[src/rtl/clk_div_pkg.sv]
// Shared types and helpers for the multi-channel clock/strobe divider.
// Optional macro CLK_DIV_DUTY_EN adds a per-channel duty field to the config record.
package clk_div_pkg;

  // Default divide-ratio width.
  localparam int DEF_DIV_W = 8;

  // Channel index wide enough for the largest supported channel count (8).
  localparam int CH_IDX_W = 3;
  typedef logic [CH_IDX_W-1:0] ch_idx_t;

  // Config fields are held at the widest supported ratio; the top narrows
  // them back to its own DIV_W (which must not exceed CFG_DIV_W).
  localparam int CFG_DIV_W = 16;

  typedef struct packed {
    ch_idx_t               ch;
    logic [CFG_DIV_W-1:0]  div;
`ifdef CLK_DIV_DUTY_EN
    logic [CFG_DIV_W-1:0]  duty;
`endif
  } cfg_t;

  // High-phase length of a square wave: ceil(div/2).
  function automatic logic [31:0] half_ceil(input logic [31:0] d);
    return (d + 32'd1) >> 1;
  endfunction

endpackage

[src/rtl/clk_div_multi_chan.sv]
// One divider channel: period counter, ratio (and optional duty) register,
// registered square output and one-cycle strobe.
// Optional macro CLK_DIV_DUTY_EN replaces ceil(div/2) with a programmed duty.
module clk_div_chan
  import clk_div_pkg::*;
#(
  parameter int DIV_W       = 8,
  parameter int DEFAULT_DIV = 2
) (
  input  logic             clk,
  input  logic             rst,
  input  logic             tick,
  input  logic             load,
  input  logic [DIV_W-1:0] load_div,
`ifdef CLK_DIV_DUTY_EN
  input  logic [DIV_W-1:0] load_duty,
`endif
  output logic             wrap,
  output logic             ch_out,
  output logic             ch_stb
);

  localparam logic [DIV_W-1:0] RST_DIV = DIV_W'(DEFAULT_DIV);
  localparam logic             RST_OUT = (DEFAULT_DIV >= 1);
`ifdef CLK_DIV_DUTY_EN
  localparam logic [DIV_W-1:0] RST_DUTY = DIV_W'(half_ceil(32'(DEFAULT_DIV)));
`endif

  logic [DIV_W-1:0] cnt_q, cnt_d;
  logic [DIV_W-1:0] div_q, div_d;
  logic             out_q, out_d;
  logic             stb_q, stb_d;
  logic [DIV_W-1:0] high_d;
  logic             enabled;
  logic             at_wrap;
`ifdef CLK_DIV_DUTY_EN
  logic [DIV_W-1:0] duty_q, duty_d;
`endif

  // Next-state: advance on tick, reload at a period boundary, derive output.
  // A disabled channel counts as permanently sitting on a boundary so a
  // pending write to it lands on the very next edge.
  always_comb begin
    enabled = (div_q != '0);
    at_wrap = tick && enabled && (cnt_q == div_q - DIV_W'(1));
    wrap    = at_wrap || !enabled;
    cnt_d   = cnt_q;
    div_d   = div_q;
    stb_d   = 1'b0;
`ifdef CLK_DIV_DUTY_EN
    duty_d  = duty_q;
`endif
    if (tick && enabled) begin
      if (at_wrap) begin
        cnt_d = '0;
        stb_d = 1'b1;
      end else begin
        cnt_d = cnt_q + DIV_W'(1);
      end
    end
    if (load && wrap) begin
      div_d = load_div;
      cnt_d = '0;
`ifdef CLK_DIV_DUTY_EN
      duty_d = load_duty;
`endif
    end
`ifdef CLK_DIV_DUTY_EN
    high_d = duty_d;
`else
    high_d = DIV_W'(half_ceil(32'(div_d)));
`endif
    out_d = (div_d != '0) && (cnt_d < high_d);
  end

  // Channel state register.
  always_ff @(posedge clk) begin
    if (rst) begin
      cnt_q <= '0;
      div_q <= RST_DIV;
      out_q <= RST_OUT;
      stb_q <= 1'b0;
`ifdef CLK_DIV_DUTY_EN
      duty_q <= RST_DUTY;
`endif
    end else begin
      cnt_q <= cnt_d;
      div_q <= div_d;
      out_q <= out_d;
      stb_q <= stb_d;
`ifdef CLK_DIV_DUTY_EN
      duty_q <= duty_d;
`endif
    end
  end

  assign ch_out = out_q;
  assign ch_stb = stb_q;

endmodule

[src/rtl/clk_div_multi.sv]
// Multi-channel clock/strobe divider: shared prescaler, single pending
// config slot, NUM_CH independently programmable divider channels.
// Optional macro CLK_DIV_DUTY_EN adds the cfg_duty port.
module clk_div_multi
  import clk_div_pkg::*;
#(
  parameter int NUM_CH      = 3,
  parameter int PRESCALE_W  = 25,
  parameter int DIV_W       = clk_div_pkg::DEF_DIV_W,
  parameter int DEFAULT_DIV = 2
) (
  input  logic                                      clk,
  input  logic                                      rst,
  input  logic                                      en,
  input  logic                                      cfg_valid,
  input  logic [((NUM_CH > 1) ? $clog2(NUM_CH) : 1)-1:0] cfg_ch,
  input  logic [DIV_W-1:0]                          cfg_div,
`ifdef CLK_DIV_DUTY_EN
  input  logic [DIV_W-1:0]                          cfg_duty,
`endif
  output logic                                      cfg_ready,
  output logic                                      tick,
  output logic [NUM_CH-1:0]                         ch_out,
  output logic [NUM_CH-1:0]                         ch_stb
);

  logic [PRESCALE_W-1:0] pre_cnt_q, pre_cnt_d;
  logic                  tick_q, tick_d;
  cfg_t                  pend_q, pend_d;
  logic                  pend_valid_q, pend_valid_d;
  logic                  pend_in_range;
  logic                  applied;
  logic [NUM_CH-1:0]     load;
  logic [NUM_CH-1:0]     wrap;

  // Prescaler: free-running counter, tick registered on the wrap edge.
  always_comb begin
    pre_cnt_d = pre_cnt_q;
    tick_d    = 1'b0;
    if (en) begin
      pre_cnt_d = pre_cnt_q + PRESCALE_W'(1);
      tick_d    = &pre_cnt_q;
    end
  end

  // Prescaler register.
  always_ff @(posedge clk) begin
    if (rst) begin
      pre_cnt_q <= '0;
      tick_q    <= 1'b0;
    end else begin
      pre_cnt_q <= pre_cnt_d;
      tick_q    <= tick_d;
    end
  end

  assign pend_in_range = ({1'b0, pend_q.ch} < 4'(NUM_CH));
  assign applied       = |(load & wrap);

  // Pending slot: capture on handshake, retire when the target channel
  // takes it or immediately when the index names no channel.
  always_comb begin
    pend_d       = pend_q;
    pend_valid_d = pend_valid_q;
    if (pend_valid_q) begin
      if (!pend_in_range || applied) begin
        pend_valid_d = 1'b0;
      end
    end else if (cfg_valid) begin
      pend_valid_d = 1'b1;
      pend_d.ch    = ch_idx_t'(cfg_ch);
      pend_d.div   = CFG_DIV_W'(cfg_div);
`ifdef CLK_DIV_DUTY_EN
      pend_d.duty  = CFG_DIV_W'(cfg_duty);
`endif
    end
  end

  // Pending slot register; a reset drops any write in flight.
  always_ff @(posedge clk) begin
    if (rst) begin
      pend_q       <= '0;
      pend_valid_q <= 1'b0;
    end else begin
      pend_q       <= pend_d;
      pend_valid_q <= pend_valid_d;
    end
  end

  // Only the low DIV_W bits of the widened config fields reach the channels.
  logic unused_pend_bits;
`ifdef CLK_DIV_DUTY_EN
  assign unused_pend_bits = ^{pend_q.div, pend_q.duty};
`else
  assign unused_pend_bits = ^pend_q.div;
`endif

  generate
    for (genvar gi = 0; gi < NUM_CH; gi++) begin : g_ch
      assign load[gi] = pend_valid_q && (pend_q.ch == CH_IDX_W'(gi));

      clk_div_chan #(
        .DIV_W       (DIV_W),
        .DEFAULT_DIV (DEFAULT_DIV)
      ) u_chan (
        .clk       (clk),
        .rst       (rst),
        .tick      (tick_q),
        .load      (load[gi]),
        .load_div  (pend_q.div[DIV_W-1:0]),
`ifdef CLK_DIV_DUTY_EN
        .load_duty (pend_q.duty[DIV_W-1:0]),
`endif
        .wrap      (wrap[gi]),
        .ch_out    (ch_out[gi]),
        .ch_stb    (ch_stb[gi])
      );
    end
  endgenerate

  assign cfg_ready = !pend_valid_q;
  assign tick      = tick_q;

endmodule
[config.mk]
export PLATFORM = sky130hd
export DESIGN_NAME = clk_div_multi
export DESIGN_NICKNAME = d
export VERILOG_FILES = /design/src/rtl/clk_div_pkg.sv /design/src/rtl/clk_div_multi_chan.sv /design/src/rtl/clk_div_multi.sv
export SDC_FILE = /design/constraint.sdc
export NUM_CORES = 1
export LEC_CHECK = 0
export BUFFER_PORTS_ARGS = -buffer_cell sky130_fd_sc_hd__buf_2
export CAP_MARGIN = 15
export CORE_MARGIN = 2
export CORE_UTILIZATION = 24
export DETAILED_ROUTE_END_ITERATION = 12
export SLEW_MARGIN = 20
export SYNTH_ARGS = -nofsm -noshare
export SYNTH_HDL_FRONTEND = slang
export SYNTH_SLANG_ARGS = --single-unit
[constraint.sdc]
create_clock -name clk -period 5.95 [get_ports clk]
set_clock_uncertainty 0.2 [all_clocks]
set_input_delay 1.19 -clock clk [delete_from_list [all_inputs] [get_ports clk]]
set_output_delay 1.19 -clock clk [all_outputs]
set_load 0.005 [all_outputs]
## Word level (Yosys, flattened, before mapping)

Cells that the tools add are included.

- Flip-flop bits (word level): 91
- Output and inout bits: 8
- Word-level logic and storage cells: 98

- $add $sub $neg: 10
- Magnitude comparators: 4
- Equality and inequality tests: 5
- Muxes and demuxes: 18
- Bitwise gates (word level): 6
- Reduce and logical (&&, ||, !) cells: 38

Operators with widths:

| operator | count |
|---|---|
| $mux W8 | 12 |
| $reduce_bool A8 Y1 | 6 |
| $add A8 B1 Y9 const B | 3 |
| $add A25 B1 Y25 const B | 1 |
| $reduce_and A25 Y1 | 1 |
| $add A8 B1 Y8 const B | 3 |
| $eq A8 B8 Y1 | 3 |
| $lt A8 B8 Y1 | 3 |
| $sub A8 B1 Y8 const B | 3 |
| $logic_and A1 B1 Y1 | 15 |
| $reduce_or A2 Y1 | 4 |
| $mux W1 | 6 |
| $logic_not A1 Y1 | 5 |
| $not A1 Y1 | 5 |
| $logic_or A1 B1 Y1 | 4 |
| $and A3 B3 Y3 | 1 |
| $logic_not A3 Y1 | 1 |
| $reduce_or A3 Y1 | 1 |
| $eq A2 B1 Y1 const B | 1 |
| $eq A2 B2 Y1 const B | 1 |
| $lt A2 B2 Y1 const B | 1 |
| $reduce_and A2 Y1 | 1 |

## Longest topological paths before layout

Gate-level depths: netlist (run 1).

- Word-level depth: 9
- Mapped depth: 23
- Gate-level depth less buffers: 21

## Cells and area by module

From an unflattened synthesis (run 1), not the netlist that was laid out.

- Cells, all modules: 780
- Area, all modules: 6347.3 um2

By module, submodules not included:

| module | instances | cells an instance | area an instance (um2) | sequential area each (um2) |
|---|---|---|---|---|
| clk_div_chan at g_ch[0].u_chan ... | 2 | 194 | 1551.5 | 360.3 |
| clk_div_multi | 1 | 197 | 1677.9 | 740.7 |
| clk_div_chan at g_ch[1].u_chan | 1 | 195 | 1566.5 | 360.3 |

## Worst setup path after synthesis (run 1)

Ideal clock, no wire load.

- Path kind: register to register
- Start point: reg g_ch[1].u_chan.div_q[0]
- End point: reg g_ch[1].u_chan.out_q
- Library setup time: 0.091 ns
- Arrival: 4.273 ns
- Data required time: 5.659 ns
- Slack: 1.386 ns
- Cell stages (with the launch flop): 24
- Buffers on the path: 2
- Clock period less this slack: 4.564 ns
- Cells stage by stage: dfxtp_1 > inv_1 > ha_1 > nor3b_1 > o21ai_0 > a221oi_1 > o21ai_0 > a31oi_1 > or2_1 > clkbuf_1 > buf_4 > mux2i_1 > inv_1 > ha_1 > and2_1 > o2111ai_1 > xnor2_1 > mux2i_1 > ha_1 > a21o_1 > a21o_1 > a21oi_1 > nor2_1 > a311oi_1

- Longest elaborated chain between the ends: 9
- Elaborated cells between the ends (all ways): 16
- Classes of those cells: add/sub: 2; order compare: 1; eq/ne: 1; mux: 4; reduce/logical: 8

Ends and longest elaborated chain:

| item | line | text |
|---|---|---|
| start: declaration | clk_div_multi_chan.sv:30 | `logic [DIV_W-1:0] div_q, div_d;` |
| start signal: assignment | clk_div_multi_chan.sv:88 | `div_q <= div_d;` |
| $sub A8 B1 Y8 / $reduce_bool A8 Y1 (equally long branches) | clk_div_multi_chan.sv:45, clk_div_multi_chan.sv:44 |  |
| $eq A8 B8 Y1 / $logic_and A1 B1 Y1 (equally long branches) | clk_div_multi_chan.sv:45 | `at_wrap = tick && enabled && (cnt_q == div_q - DIV_W'(1));` |
| $logic_and A1 B1 Y1 | clk_div_multi_chan.sv:45 |  |
| $logic_or A1 B1 Y1 | clk_div_multi_chan.sv:46 | `wrap = at_wrap \|\| !enabled;` |
| $logic_and A1 B1 Y1 | clk_div_multi_chan.sv:61 | `if (load && wrap) begin` |
| $mux W8 (*) | clk_div_multi_chan.sv:61 |  |
| via g_ch[1].u_chan.div_d[0] | clk_div_multi_chan.sv:30 |  |
| $add A8 B1 Y9 | clk_div_pkg.sv:26 | `return (d + 32'd1) >> 1;` |
| $lt A8 B8 Y1 | clk_div_multi_chan.sv:73 | `out_d = (div_d != '0) && (cnt_d < high_d);` |
| $logic_and A1 B1 Y1 (*) | clk_div_multi_chan.sv:73 |  |
| end signal: assignment | clk_div_multi_chan.sv:89 | `out_q <= out_d;` |
| end: declaration | clk_div_multi_chan.sv:31 | `logic out_q, out_d;` |

The timed path passes the listed nets; every way through them passes the cells marked *.
A chain may end at the register's enable or synchronous reset.

## Worst setup path in the final report (run 1)

Same ends and word-level chain as after synthesis.

==> results.md, run 1 <==
- Status: complete, no violations
- Final Critical Period: 5.18 ns
- Port buffer count: 21
- Full die area: 0.0262 mm²
- Initial antenna violation count: 0
- Synth-to-layout area growth: 9.97%
- Placer congestion estimate: 0.871
- Vias in the first global route: 4741
- DRT antenna net count: 0
- Drt wl/cell: 13.4 µm
- Crit share post-route: 0.870
- Fmax: 193 MHz
- RSZ-0062 raised after global routing: false
- CTS H-Tree Depth: 3
- Detailed placer's ending HPWL: 10.4 mm
- Commonest non-fill, non-tap cell in the layout: nor2_1
- Leakage: 2.63 nW
- Min-Delay Path Class: register to register
- Grt ovf: 0
- Critical path arrival: 5.25 ns
- Worst-path maximum fanout: 13
- CP most frequent cell: ha_1
- Io pins: 22
- Area of the multi-input gates: 0.00381 mm²
- Initial Utilization: 0.245
- Largest net degree at the start of global routing: 82
- CP Buf/Inv Count: 2
- Final Worst Setup Slack: 0.774 ns
- CTS tree: yes
- Total CTS buffers: 9
- Clock Power Share: 0.463
- Fill cell count: 2686
- P_sw: 0.321 mW
- Slowest cell on crit path: nor3b_1
- Synth Area per Inst: 7.99 µm²
- CTS max path bufs: 2
- Combinational share of power: 0.033
- DR DRC count: 0
- Setup TNS: 0 ns
- DR vias/cell: 4.69
- Cell variety after synth: 70
- Core ar.: 0.0244 mm²
- Place WS: 0.797 ns
- Critical path endpoint category: register
- Worst setup SP type: register
- Dpl cell area: 0.00627 mm²
- CTS Sinks: 91
- Register-to-register setup slack: 0.77 ns
- Skew-Pair Late Insertion Delay: 0.36 ns
- Share of post-route cells with drive strength above 1: 0.0782
- Syn nets: 796
- Die height: 162 µm
- Max transition margin: 0.393
- Hold Buf Count CTS: 0
- Crit path max-delay family: compound AO/OA/AOI/OAI gates
- Mapped Cells: 748
- Via count: 5004
- ANT cells: 0
- Synth Register Bits: 91
- Synth warn: 0
- CTS clock-pin slew for the worst setup and hold paths: 0.07 ns
- Post-Route WL: 14.2 mm
- Final Max Tran Viols: 0
- Setup CP Type: register to register
- Crit-path max cell delay: 0.50 ns
- Tot Pwr: 1.25 mW
- Max-cap violations: 0
- Post-Layout Cell Count: 1066
- Post-Syn Area: 0.00597 mm²
- Width of the die: 162 µm
- CP Cell Sequence: inv_1 -> ha_1 -> nor3b_1 -> o21ai_0 -> a221oi_1 -> o21ai_0 -> a31oi_1 -> or2_1 -> mux2i_1 -> inv_1 -> ha_1 -> and2_1 -> o2111ai_1 -> xnor2_1 -> mux2i_1 -> ha_1 -> a21o_1 -> a21o_1 -> a21oi_1 -> nor2_1 -> a311oi_1
- Resized Gates After CTS: 0
- Final setup vio count: 0
- First-pass GRT wire length: 23.9 mm
- Clock Tree Root: clkbuf_16
- Most frequent cells in the layout: 92 x nor2_1, 91 x dfxtp_1, 77 x nand2_1, 47 x xor2_1, 43 x xnor2_1
- Seq/Total Area, Yosys: 0.305
- Number of flops mapped to enable cells by yosys: 0
- CP Data Required Time: 6.02 ns
- Peak supply drop: 0.129 mV
- Ys flop type: dfxtp_1
- Reg area: 0.00182 mm²
- Iteration-0 DRC Markers: 275
- Inst Count DP: 1050
- Row count: 57
- GRT Util Overall: 0.112
- DRT Pass-1 Iters: 4
- Int Power: 0.925 mW
- Switching part of the total: 0.258
- Final Hold Fails: 0
- Finished Cell Area: 0.00657 mm²
- Sequential power share: 0.504
- Power Dens Cells: 190 mW/mm²
- Worst Tran Pin Value: 0.903 ns
- Final Net Count: 785
- Setup Buffers After CTS: 0
- Ys async rst share: 0
==> through the flow <==
stage	hold WS [ns]	util
after floorplan	0.258	-
after global placement	0.274	0.257
after detailed placement	0.281	0.257
after CTS	0.291	0.269
after global routing	0.308	0.269
final	0.289	0.269
==> power groups by stage <==
stage | clock [mW] | sequential, mW | combinational, mW
global route | 0.616 | 0.629 | 0.0466
finish | 0.576 | 0.628 | 0.0414
floorplan | 0 | 0.633 | 0.0329
detailed placement | 0 | 0.642 | 0.0417
global placement | 0 | 0.642 | 0.0422
CTS | 0.589 | 0.628 | 0.0419
==> cells by family after synthesis <==
family | after synthesis | synth area share
muxes | 22 | 0.0396
adders and majority gates | 34 | 0.0712
and+or+nand+nor | 319 | 0.262
buffers and inverters | 74 | 0.0576
xor gates and xnor gates | 90 | 0.132
AOI/OAI and AO/OA | 118 | 0.133
DFF | 91 | 0.305
==> tightest hold or removal path: cells and delay by family, from the launching register on <==
kind	cells	cell delay (ns)
AO/OA/AOI/OAI	2	0.13
flip-flops	1	0.32
==> registers in the layout, indices dropped and copies added, names as in the netlist <==
signal              cells
g_ch.u_chan.div_q      24
pre_cnt_q              25
tick                    1
g_ch.u_chan.cnt_q      24
g_ch.u_chan.ch_stb      3
pend_q                 10
g_ch.u_chan.ch_out      3
pend_valid_q            1
==> Yosys cell counts (all sizes together) (2+ instances only) <==
cell type	number	area (µm²)
clkbuf	26	97.6
o2111ai	3	26.3
and2	16	100
o22ai	3	18.8
nand4b	3	26.3
nor2	92	345
nand4	25	156
nor2b	3	18.8
a21o	8	60.1
nand3	28	145
xor2	47	412
o21a	6	45.0
nand2b	6	37.5
mux2i	19	203
or3	5	31.3
a22oi	2	15.0
a2111oi	3	32.5
a21oi	33	176
dfxtp	91	1820
o21ai	29	149
and3	12	75.1
a31oi	3	18.8
inv	26	97.6
nor3b	2	15.0
or2	2	12.5
nor3	34	175
o22a	2	17.5
xnor2	43	377
nand3b	2	15.0
buf	22	149
mux2	3	33.8
a211oi	6	45.0
nand2	77	289
a21boi	4	30.0
and4	2	17.5
a311oi	2	17.5
nor4b	2	17.5
ha	34	425
nor4	4	46.3
a221o	2	20.0
==> layout make-up <==
class,count,area share
inverter,26,0.0149
tap,324,0.0617
sequential,91,0.277
multi-input combinational,583,0.580
clock inverter,7,0.0105
clock buffer,9,0.0343
timing repair buffer,26,0.0217
==> routing by layer <==
layer  global-route usage  wire length [µm]  vias up
met1                0.157              7150     2329
met3               0.0135               494       15
met4               0.0410               229        0
met2                0.178              6370       93
met5                    0                 0        -
li1                     -                 -     2567
==> worst paths after layout <==
check                          startpoint                     to  cells after the start
setup / recovery  g_ch[1].u_chan.div_q[0]  g_ch[1].u_chan.ch_out                     21
hold / removal               pre_cnt_q[9]           pre_cnt_q[9]                      2
setup reg to reg  g_ch[1].u_chan.div_q[0]  g_ch[1].u_chan.ch_out                     21
hold reg to reg              pre_cnt_q[9]           pre_cnt_q[9]                      2
Note: power is estimated with default switching activity, not from simulation.
==> run 2: changes to the inputs <==
ABC_AREA = 1   (was not set)
CELL_PAD_IN_SITES_DETAIL_PLACEMENT = 0   (was not set)
CELL_PAD_IN_SITES_GLOBAL_PLACEMENT = 2   (was not set)
PLACE_DENSITY_LB_ADDON = 0.1   (was not set)
==> run 2 against run 1 <==
  * Clock power grew 10%
  * Global-route usage grew 3.1 points
  * Critical path depth grew 5
  * Sequential share of layout area shrank 0.76 points
  * Largest cell class unchanged
  * Synthesized area grew 1.4%
  * Core utilization grew 0.12 points
  * Critical endpoint is now g_ch[2].u_chan.ch_out
  * Largest power group is now the clock network
  * Sequential cell count is the same
  * Total power grew 4.5%
  * Worst hold slack lost 0.013 ns
==> results.md, run 2 <==
- Worst-path maximum fanout: 20 (was 13)
- Post-Syn Area: 0.00606 mm² (was 0.00597 mm²)
- Critical path endpoint category: register (unchanged)
- Most frequent cell after synthesis: nand2_1 (was nor2_1)
- Final Max Tran Viols: 0 (unchanged)
- CTS H-Tree Depth: 3 (unchanged)
- Port buffer count: 21 (unchanged)
- Status: complete, no violations (unchanged)
- CTS tree: yes (unchanged)
- Total CTS buffers: 9 (unchanged)
- Register-to-register setup slack: 1.94 ns (was 0.77 ns)
- First-pass GRT wire length: 29.6 mm (was 23.9 mm)
- Flip-flop count of the largest register after layout: 25 (unchanged)
- Crit-path max cell delay: 0.38 ns (was 0.50 ns)
- Final Critical Period: 4.01 ns (was 5.18 ns)
- CP Data Required Time: 6.00 ns (was 6.02 ns)
- Synth-to-layout area growth: 11.5% (was 9.97%)
- Top cells by count, synth: 237 x nand2_1, 132 x nor2_1, 111 x inv_1 (was 92 x nor2_1, 91 x dfxtp_1, 77 x nand2_1)
- Reg2reg path depth: 26 (was 21)
- Share of post-route cells with drive strength above 1: 0.103 (was 0.0782)
- Iteration-0 DRC Markers: 254 (was 275)
- Final Net Count: 993 (was 785)
- Initial Utilization: 0.243 (was 0.245)
- Commonest non-fill, non-tap cell in the layout: nand2_1 (was nor2_1)
- Leakage: 3.04 nW (was 2.63 nW)
- Crit share post-route: 0.675 (was 0.870)
- Drt wl/cell: 13.8 µm (was 13.4 µm)
- Min-delay src: pre_cnt_q[8] (was pre_cnt_q[9])
- Origin of the worst setup path: g_ch[2].u_chan.div_q[0] (was g_ch[1].u_chan.div_q[0])
- Worst r2r dst: g_ch[2].u_chan.ch_out (was g_ch[1].u_chan.ch_out)
- Skew-Pair Late Insertion Delay: 0.35 ns (was 0.36 ns)
- Via count: 5443 (was 5004)
- CP most frequent cell: nand2_1 (was ha_1)
- Min-Delay Path Class: register to register (unchanged)
- Crit path max-delay family: simple AND/OR/NAND/NOR gates (was compound AO/OA/AOI/OAI gates)
- Core ar.: 0.0250 mm² (was 0.0244 mm²)
- Endpoint, Worst Hold: pre_cnt_q[8] (was pre_cnt_q[9])
- Place WS: 1.87 ns (was 0.797 ns)
- ANT cells: 0 (unchanged)
- DRT antenna net count: 0 (unchanged)
- Row count: 58 (was 57)
- Top post-synthesis cells by area: dfxtp_1 30%, nand2_1 15%, nor2_1 8.2% (was dfxtp_1 30%, ha_1 7.1%, xor2_1 6.9%)
- Number of flops mapped to enable cells by yosys: 0 (unchanged)
- Mapped Cells: 937 (was 748)
- Seq/Total Area, Yosys: 0.301 (was 0.305)
- Final Worst Setup Slack: 1.94 ns (was 0.774 ns)
- Largest net degree at the start of global routing: 60 (was 82)
- Ys flop type: dfxtp_1 (unchanged)
- Post-Route WL: 17.7 mm (was 14.2 mm)
- CTS clock-pin slew for the worst setup and hold paths: 0.08 ns (was 0.07 ns)
- Hold Buf Count CTS: 0 (unchanged)
- R2R Path Start: g_ch[2].u_chan.div_q[0] (was g_ch[1].u_chan.div_q[0])
- Grt ovf: 0 (unchanged)
- GRT Util Overall: 0.143 (was 0.112)
- Width of the die: 163 µm (was 162 µm)
- CTS Sinks: 91 (unchanged)
- Post-Layout Cell Count: 1280 (was 1066)
- Vias in the first global route: 5475 (was 4741)
- Ys async rst share: 0 (unchanged)
- Biggest register: pre_cnt_q (unchanged)
- CTS max path bufs: 2 (unchanged)
- Slowest cell on crit path: dfxtp_1 (was nor3b_1)
- Setup Buffers After CTS: 0 (unchanged)
- Cells on Worst Hold Path: 2 (unchanged)
- Io pins: 22 (unchanged)
- Top-area cell type share of the netlist area: 0.301 (was 0.305)
- DRT Pass-1 Iters: 5 (was 4)
- CP Buf/Inv Count: 3 (was 2)
- Inst Count DP: 1264 (was 1050)
- Synth Register Bits: 91 (unchanged)
- Peak supply drop: 0.0997 mV (was 0.129 mV)
- RSZ-0062 raised after global routing: false (unchanged)
- Resized Gates After CTS: 0 (unchanged)
- Critical path arrival: 4.06 ns (was 5.25 ns)
- Detailed placer's ending HPWL: 13.7 mm (was 10.4 mm)
- Placer congestion estimate: 0.730 (was 0.871)
- DR vias/cell: 4.25 (was 4.69)
- Area leader, netlist: dfxtp_1 (unchanged)
- Setup TNS: 0 ns (unchanged)
- Worst setup SP type: register (unchanged)
- Most frequent cells in the layout: 237 x nand2_1, 132 x nor2_1, 111 x inv_1, 91 x dfxtp_1, 56 x nand3_1 (was 92 x nor2_1, 91 x dfxtp_1, 77 x nand2_1, 47 x xor2_1, 43 x xnor2_1)
- Initial antenna violation count: 0 (unchanged)
- Fmax: 249 MHz (was 193 MHz)
- Synth warn: 0 (unchanged)
- Power Dens Cells: 193 mW/mm² (was 190 mW/mm²)
- Worst Tran Pin Value: 0.792 ns (was 0.903 ns)
- Top flop regs: pre_cnt_q (25), g_ch.u_chan.cnt_q (24), g_ch.u_chan.div_q (24) (unchanged)
- Setup CP Type: register to register (unchanged)
- Final setup vio count: 0 (unchanged)
- Syn nets: 985 (was 796)
- Final Hold Fails: 0 (unchanged)
- Max-cap violations: 0 (unchanged)
- Synth Area per Inst: 6.47 µm² (was 7.99 µm²)
- Max transition margin: 0.472 (was 0.393)
- DR DRC count: 0 (unchanged)
- Die height: 163 µm (was 162 µm)
- Clock Tree Root: clkbuf_16 (unchanged)
- Cell variety after synth: 40 (was 70)
- Full die area: 0.0265 mm² (was 0.0262 mm²)
==> run 2: changes by cell type after synthesis, moves of 13 or more <==
| cell | before | now |
|---|---|---|
| and2_1 | 14 | 1 |
| clkbuf_1 | 26 | 12 |
| inv_1 | 26 | 111 |
| mux2i_1 | 18 | 0 |
| nand2_1 | 77 | 237 |
| nand3_1 | 27 | 56 |
| nor2_1 | 92 | 132 |
| xnor2_1 | 43 | 9 |
| xor2_1 | 47 | 24 |
==> run 2: final cells by class <==
type / instances / area, µm²
clock buffer: 9 / 225
clock inverter: 7 / 95.1
fill: 2907 / 18200
inverter: 123 / 467
multi-input combinational: 697 / 3610
sequential: 91 / 1820
tap: 330 / 413
timing repair buffer: 23 / 120
==> run 2: kinds of logic after synthesis <==
group           Yosys count  synth area share
simple gates            534             0.391
buf+inv                 149             0.103
compound gates           96            0.0869
flops                    91             0.301
fa+ha+maj                34            0.0702
xor+xnor                 33            0.0477
==> run 2: worst reg2reg max path, stage by stage, from the launching register on <==
cell,delay [ns]
dfxtp_1,0.38
inv_1,0.12
ha_1,0.32
inv_1,0.06
nand2_1,0.04
nand2_1,0.07
nand3_1,0.07
nor2_1,0.13
nand3_1,0.09
nor2_1,0.11
nand2_2,0.12
nand2_2,0.09
nand2_2,0.30
nand2_1,0.19
o21ai_2,0.09
inv_1,0.09
ha_1,0.23
nand2_4,0.07
nor2_4,0.12
nand4_2,0.09
or2_1,0.22
ha_1,0.29
nand2_1,0.06
o21ai_0,0.18
a21oi_1,0.06
nand2_1,0.07
nand2_1,0.04
==> run 2: how the worst max path moves through the flow <==
stage / cells past startpoint / slack (ns) / endpoint
after floorplan: 27 / 2.59 / g_ch[2].u_chan.ch_out
after global placement: 26 / 1.82 / g_ch[2].u_chan.ch_out
after detailed placement: 26 / 1.87 / g_ch[2].u_chan.ch_out
after CTS: 26 / 1.86 / g_ch[2].u_chan.ch_out
after global routing: 26 / 1.40 / g_ch[2].u_chan.ch_out
final: 26 / 1.94 / g_ch[2].u_chan.ch_out
==> run 2: power by group <==
| part | total [mW] | internal, mW | switching (mW) |
|---|---|---|---|
| combinational | 0.0434 | 0.0111 | 0.0323 |
| sequential | 0.624 | 0.616 | 0.00807 |
| clock | 0.635 | 0.339 | 0.295 |
==> run 2: layer usage <==
metal / wire length [µm] / vias to the layer above / global-route usage / share of wire
li1: - / 3006 / - / -
met1: 9220 / 2400 / 0.195 / 0.52
met2: 8090 / 25 / 0.239 / 0.46
met3: 213 / 12 / 0.0176 / 0.012
met4: 191 / 0 / 0.0374 / 0.011
met5: 0 / - / 0 / 0
==> run 2: through the flow <==
| stage | hold WS [ns] | util | power [mW] | instance area, µm² |
|---|---|---|---|---|
| 4_1_cts | 0.279 | 0.271 | 1.34 | 6750 |
| 2_1_floorplan | 0.241 | - | 0.661 | 6060 |
| 3_5_place_dp | 0.261 | 0.258 | 0.684 | 6430 |
| 3_3_place_gp | 0.262 | 0.258 | 0.684 | 6430 |
| 5_1_grt | 0.288 | 0.271 | 1.37 | 6750 |
| 6_report | 0.276 | 0.271 | 1.30 | 6750 |
==> run 3: changes to the inputs <==
ABC_AREA = 0   (was 1)
clock period = 4 ns   (was 5.95 ns; I/O delays follow)
==> run 3 against run 2 <==
  * The run now ends with negative setup slack left
  * Final area rose by 12%
  * Critical path depth shrank 6
  * Clock power up 44%
  * Setup slack got worse by 2.1 ns
  * Maximum frequency decreased by 4.2%
  * Combinational power is 75% higher
  * Non-clock buffer count is 100 higher
  * Critical path type unchanged
  * Largest cell class unchanged
==> results.md, run 3 (synthesis gave the netlist of run 1 again) <==
- Max-cap violations: 0 (unchanged)
- Cells on Worst Hold Path: 1 (was 2)
- Power Dens Cells: 254 mW/mm² (was 193 mW/mm²)
- Final Net Count: 882 (was 993)
- Vias in the first global route: 5341 (was 5475)
- Iteration-0 DRC Markers: 254 (unchanged)
- Dpl cell area: 0.00708 mm² (was 0.00643 mm²)
- Share of post-route cells with drive strength above 1: 0.242 (was 0.103)
- DRT antenna net count: 0 (unchanged)
- Final Core Density: 0.311 (was 0.271)
- Critical path arrival: 4.25 ns (was 4.06 ns)
- DR vias/cell: 4.63 (was 4.25)
- RSZ-0062 raised after global routing: true (was false)
- CP Data Required Time: 4.06 ns (was 6.00 ns)
- CP Cell Sequence: buf_4 -> nor4_4 -> nor2b_2 -> xnor2_1 -> a211oi_2 -> a31oi_1 -> or2_4 -> mux2i_2 -> inv_1 -> ha_4 -> and2_4 -> o2111ai_2 -> xnor2_1 -> mux2i_1 -> ha_1 -> a21o_1 -> a21o_1 -> a21oi_2 -> nor2_1 -> a311oi_1
- Peak supply drop: 0.178 mV (was 0.0997 mV)
- Fmax: 239 MHz (was 249 MHz)
- Commonest non-fill, non-tap cell in the layout: buf_4 (was nand2_1)
- CTS tree: yes (unchanged)
- Min-delay src: pre_cnt_q[24] (was pre_cnt_q[8])
- GRT Util Overall: 0.144 (was 0.143)
- Flip-flop count of the largest register after layout: 25 (unchanged)
- Max transition margin: 0.503 (was 0.472)
- Worst-path maximum fanout: 5 (was 20)
- Placer congestion estimate: 0.847 (was 0.730)
- Initial antenna violation count: 0 (unchanged)
- Finished Cell Area: 0.00757 mm² (was 0.00675 mm²)
- Skew-Pair Late Insertion Delay: 0.36 ns (was 0.35 ns)
- Synth-to-layout area growth: 26.8% (was 11.5%)
- R2R Path Start: g_ch[1].u_chan.div_q[0] (was g_ch[2].u_chan.div_q[0])
- Final Critical Period: 4.19 ns (was 4.01 ns)
- Most frequent cells in the layout: 100 x buf_4, 91 x nor2_1, 83 x dfxtp_1, 77 x nand2_1, 47 x xor2_1 (was 237 x nand2_1, 132 x nor2_1, 111 x inv_1, 91 x dfxtp_1, 56 x nand3_1)
- Drt wl/cell: 16.1 µm (was 13.8 µm)
- Row count: 57 (was 58)
- Critical path endpoint category: register (unchanged)
- Crit share post-route: 1.05 (was 0.675)
- Core ar.: 0.0244 mm² (was 0.0250 mm²)
- Post-Route WL: 18.8 mm (was 17.7 mm)
- Fill cell count: 2628 (was 2907)
- Via count: 5382 (was 5443)
- Full die area: 0.0262 mm² (was 0.0265 mm²)
- DR DRC count: 0 (unchanged)
- First-pass GRT wire length: 29.4 mm (was 29.6 mm)
- CTS clock-pin slew for the worst setup and hold paths: 0.09 ns (was 0.08 ns)
- Top flop regs: pre_cnt_q (25), g_ch.u_chan.cnt_q (24), g_ch.u_chan.div_q (24) (unchanged)
- Initial Utilization: 0.245 (was 0.243)
- Biggest register: pre_cnt_q (unchanged)
- Worst setup SP type: register (unchanged)
- Crit-path max cell delay: 0.33 ns (was 0.38 ns)
- Total CTS buffers: 9 (unchanged)
- ANT cells: 0 (unchanged)
- CTS H-Tree Depth: 3 (unchanged)
- Leakage: 3.12 nW (was 3.04 nW)
- Width of the die: 162 µm (was 163 µm)
- Final setup vio count: 3 (was 0)
- Final Worst Setup Slack: -0.191 ns (was 1.94 ns)
- Final Max Tran Viols: 0 (unchanged)
- DRT Pass-1 Iters: 5 (unchanged)
- CTS Sinks: 91 (unchanged)
- Worst Tran Pin Value: 0.744 ns (was 0.792 ns)
- Hold Buf Count CTS: 0 (unchanged)
- Endpoint, Worst Hold: tick (was pre_cnt_q[8])
- Clock Tree Root: clkbuf_16 (unchanged)
- Detailed placer's ending HPWL: 14.1 mm (was 13.7 mm)
- CTS max path bufs: 2 (unchanged)
- Setup CP Type: register to register (unchanged)
- Slowest cell on crit path: dfxtp_2 (was dfxtp_1)
- Worst r2r dst: g_ch[1].u_chan.ch_out (was g_ch[2].u_chan.ch_out)
- Largest net degree at the start of global routing: 58 (was 60)
- Grt ovf: 0 (unchanged)
- Final Hold Fails: 0 (unchanged)
- Status: finished with violations (was complete, no violations)
- Port buffer count: 21 (unchanged)
- Register-to-register setup slack: -0.19 ns (was 1.94 ns)
- Die height: 162 µm (was 163 µm)
- Failing checks: negative setup slack
- Reg2reg path depth: 20 (was 26)
- Min-Delay Path Class: register to register (unchanged)
- Io pins: 22 (unchanged)
-- run 3: changes by cell type in the layout (fill, tap and decap cells not counted), moves of 23 or more --
| cell | change |
|---|---|
| buf_4 | +98 |
| nand2_1 | -160 |
| nor2_1 | -41 |
| xor2_1 | +23 |
| nand3_1 | -29 |
| inv_1 | -92 |
| xnor2_1 | +33 |
-- run 3: per-stage QoR --
stage                     hold WS [ns]  setup TNS [ns]  std cells  total power [mW]  setup WS [ns]
after floorplan                  0.258          -0.119        748             0.992         -0.119
after global placement           0.269          -0.252       1140              1.03         -0.132
after detailed placement         0.281          -0.406       1140              1.03         -0.213
after CTS                        0.294          -0.347       1159              1.96         -0.152
after global routing             0.312           -1.12       1163              2.00         -0.517
final                            0.293          -0.281       1163              1.92         -0.191
-- run 3: timing repair --
item	in CTS	in global routing
gates resized for setup	17	14
pin swaps	9	20
setup endpoints to repair	3	3
setup buffers	3	4
gates cloned	0	0
-- run 3: worst max-delay path, delay by kind of cell (launching register included) --
kind | cells | cell delay [ns]
AO/OA/AOI/OAI | 7 | 1.30
AND/OR/NAND/NOR | 5 | 1.02
XOR/XNOR | 2 | 0.21
flip-flops | 1 | 0.33
buffers and inverters | 2 | 0.26
multiplexers | 2 | 0.30
adder cells (fa/ha/maj) | 2 | 0.50
-- run 3: worst max path at each step --
stage | start | to
6_report | g_ch[1].u_chan.div_q[0] | g_ch[1].u_chan.ch_out
5_1_grt | g_ch[1].u_chan.div_q[0] | g_ch[1].u_chan.ch_out
4_1_cts | g_ch[1].u_chan.div_q[1] | g_ch[1].u_chan.ch_out
3_5_place_dp | g_ch[1].u_chan.div_q[2] | g_ch[1].u_chan.ch_out
3_3_place_gp | g_ch[1].u_chan.div_q[2] | g_ch[1].u_chan.ch_out
2_1_floorplan | g_ch[1].u_chan.div_q[0] | g_ch[1].u_chan.ch_out
-- run 3: cell type report --
cell class | instances | area [µm²] | share of cell area
inverter | 26 | 97.6 | 0.0129
clock buffer | 9 | 225 | 0.0297
sequential | 91 | 1830 | 0.242
clock inverter | 7 | 93.8 | 0.0124
multi-input combinational | 583 | 4040 | 0.534
timing repair buffer | 123 | 878 | 0.116
tap | 324 | 405 | 0.0535
-- run 3: metal layers --
layer	vias up	wire (µm)	track usage
met5	-	0	0
met1	2546	9230	0.194
met4	0	270	0.0398
met3	18	424	0.0209
met2	66	8830	0.241
li1	2752	-	-
-- run 3: power by group --
part	switching, mW	total, mW	internal (mW)
clock	0.461	0.913	0.452
sequential	0.0177	0.932	0.914
combinational	0.0515	0.0758	0.0243
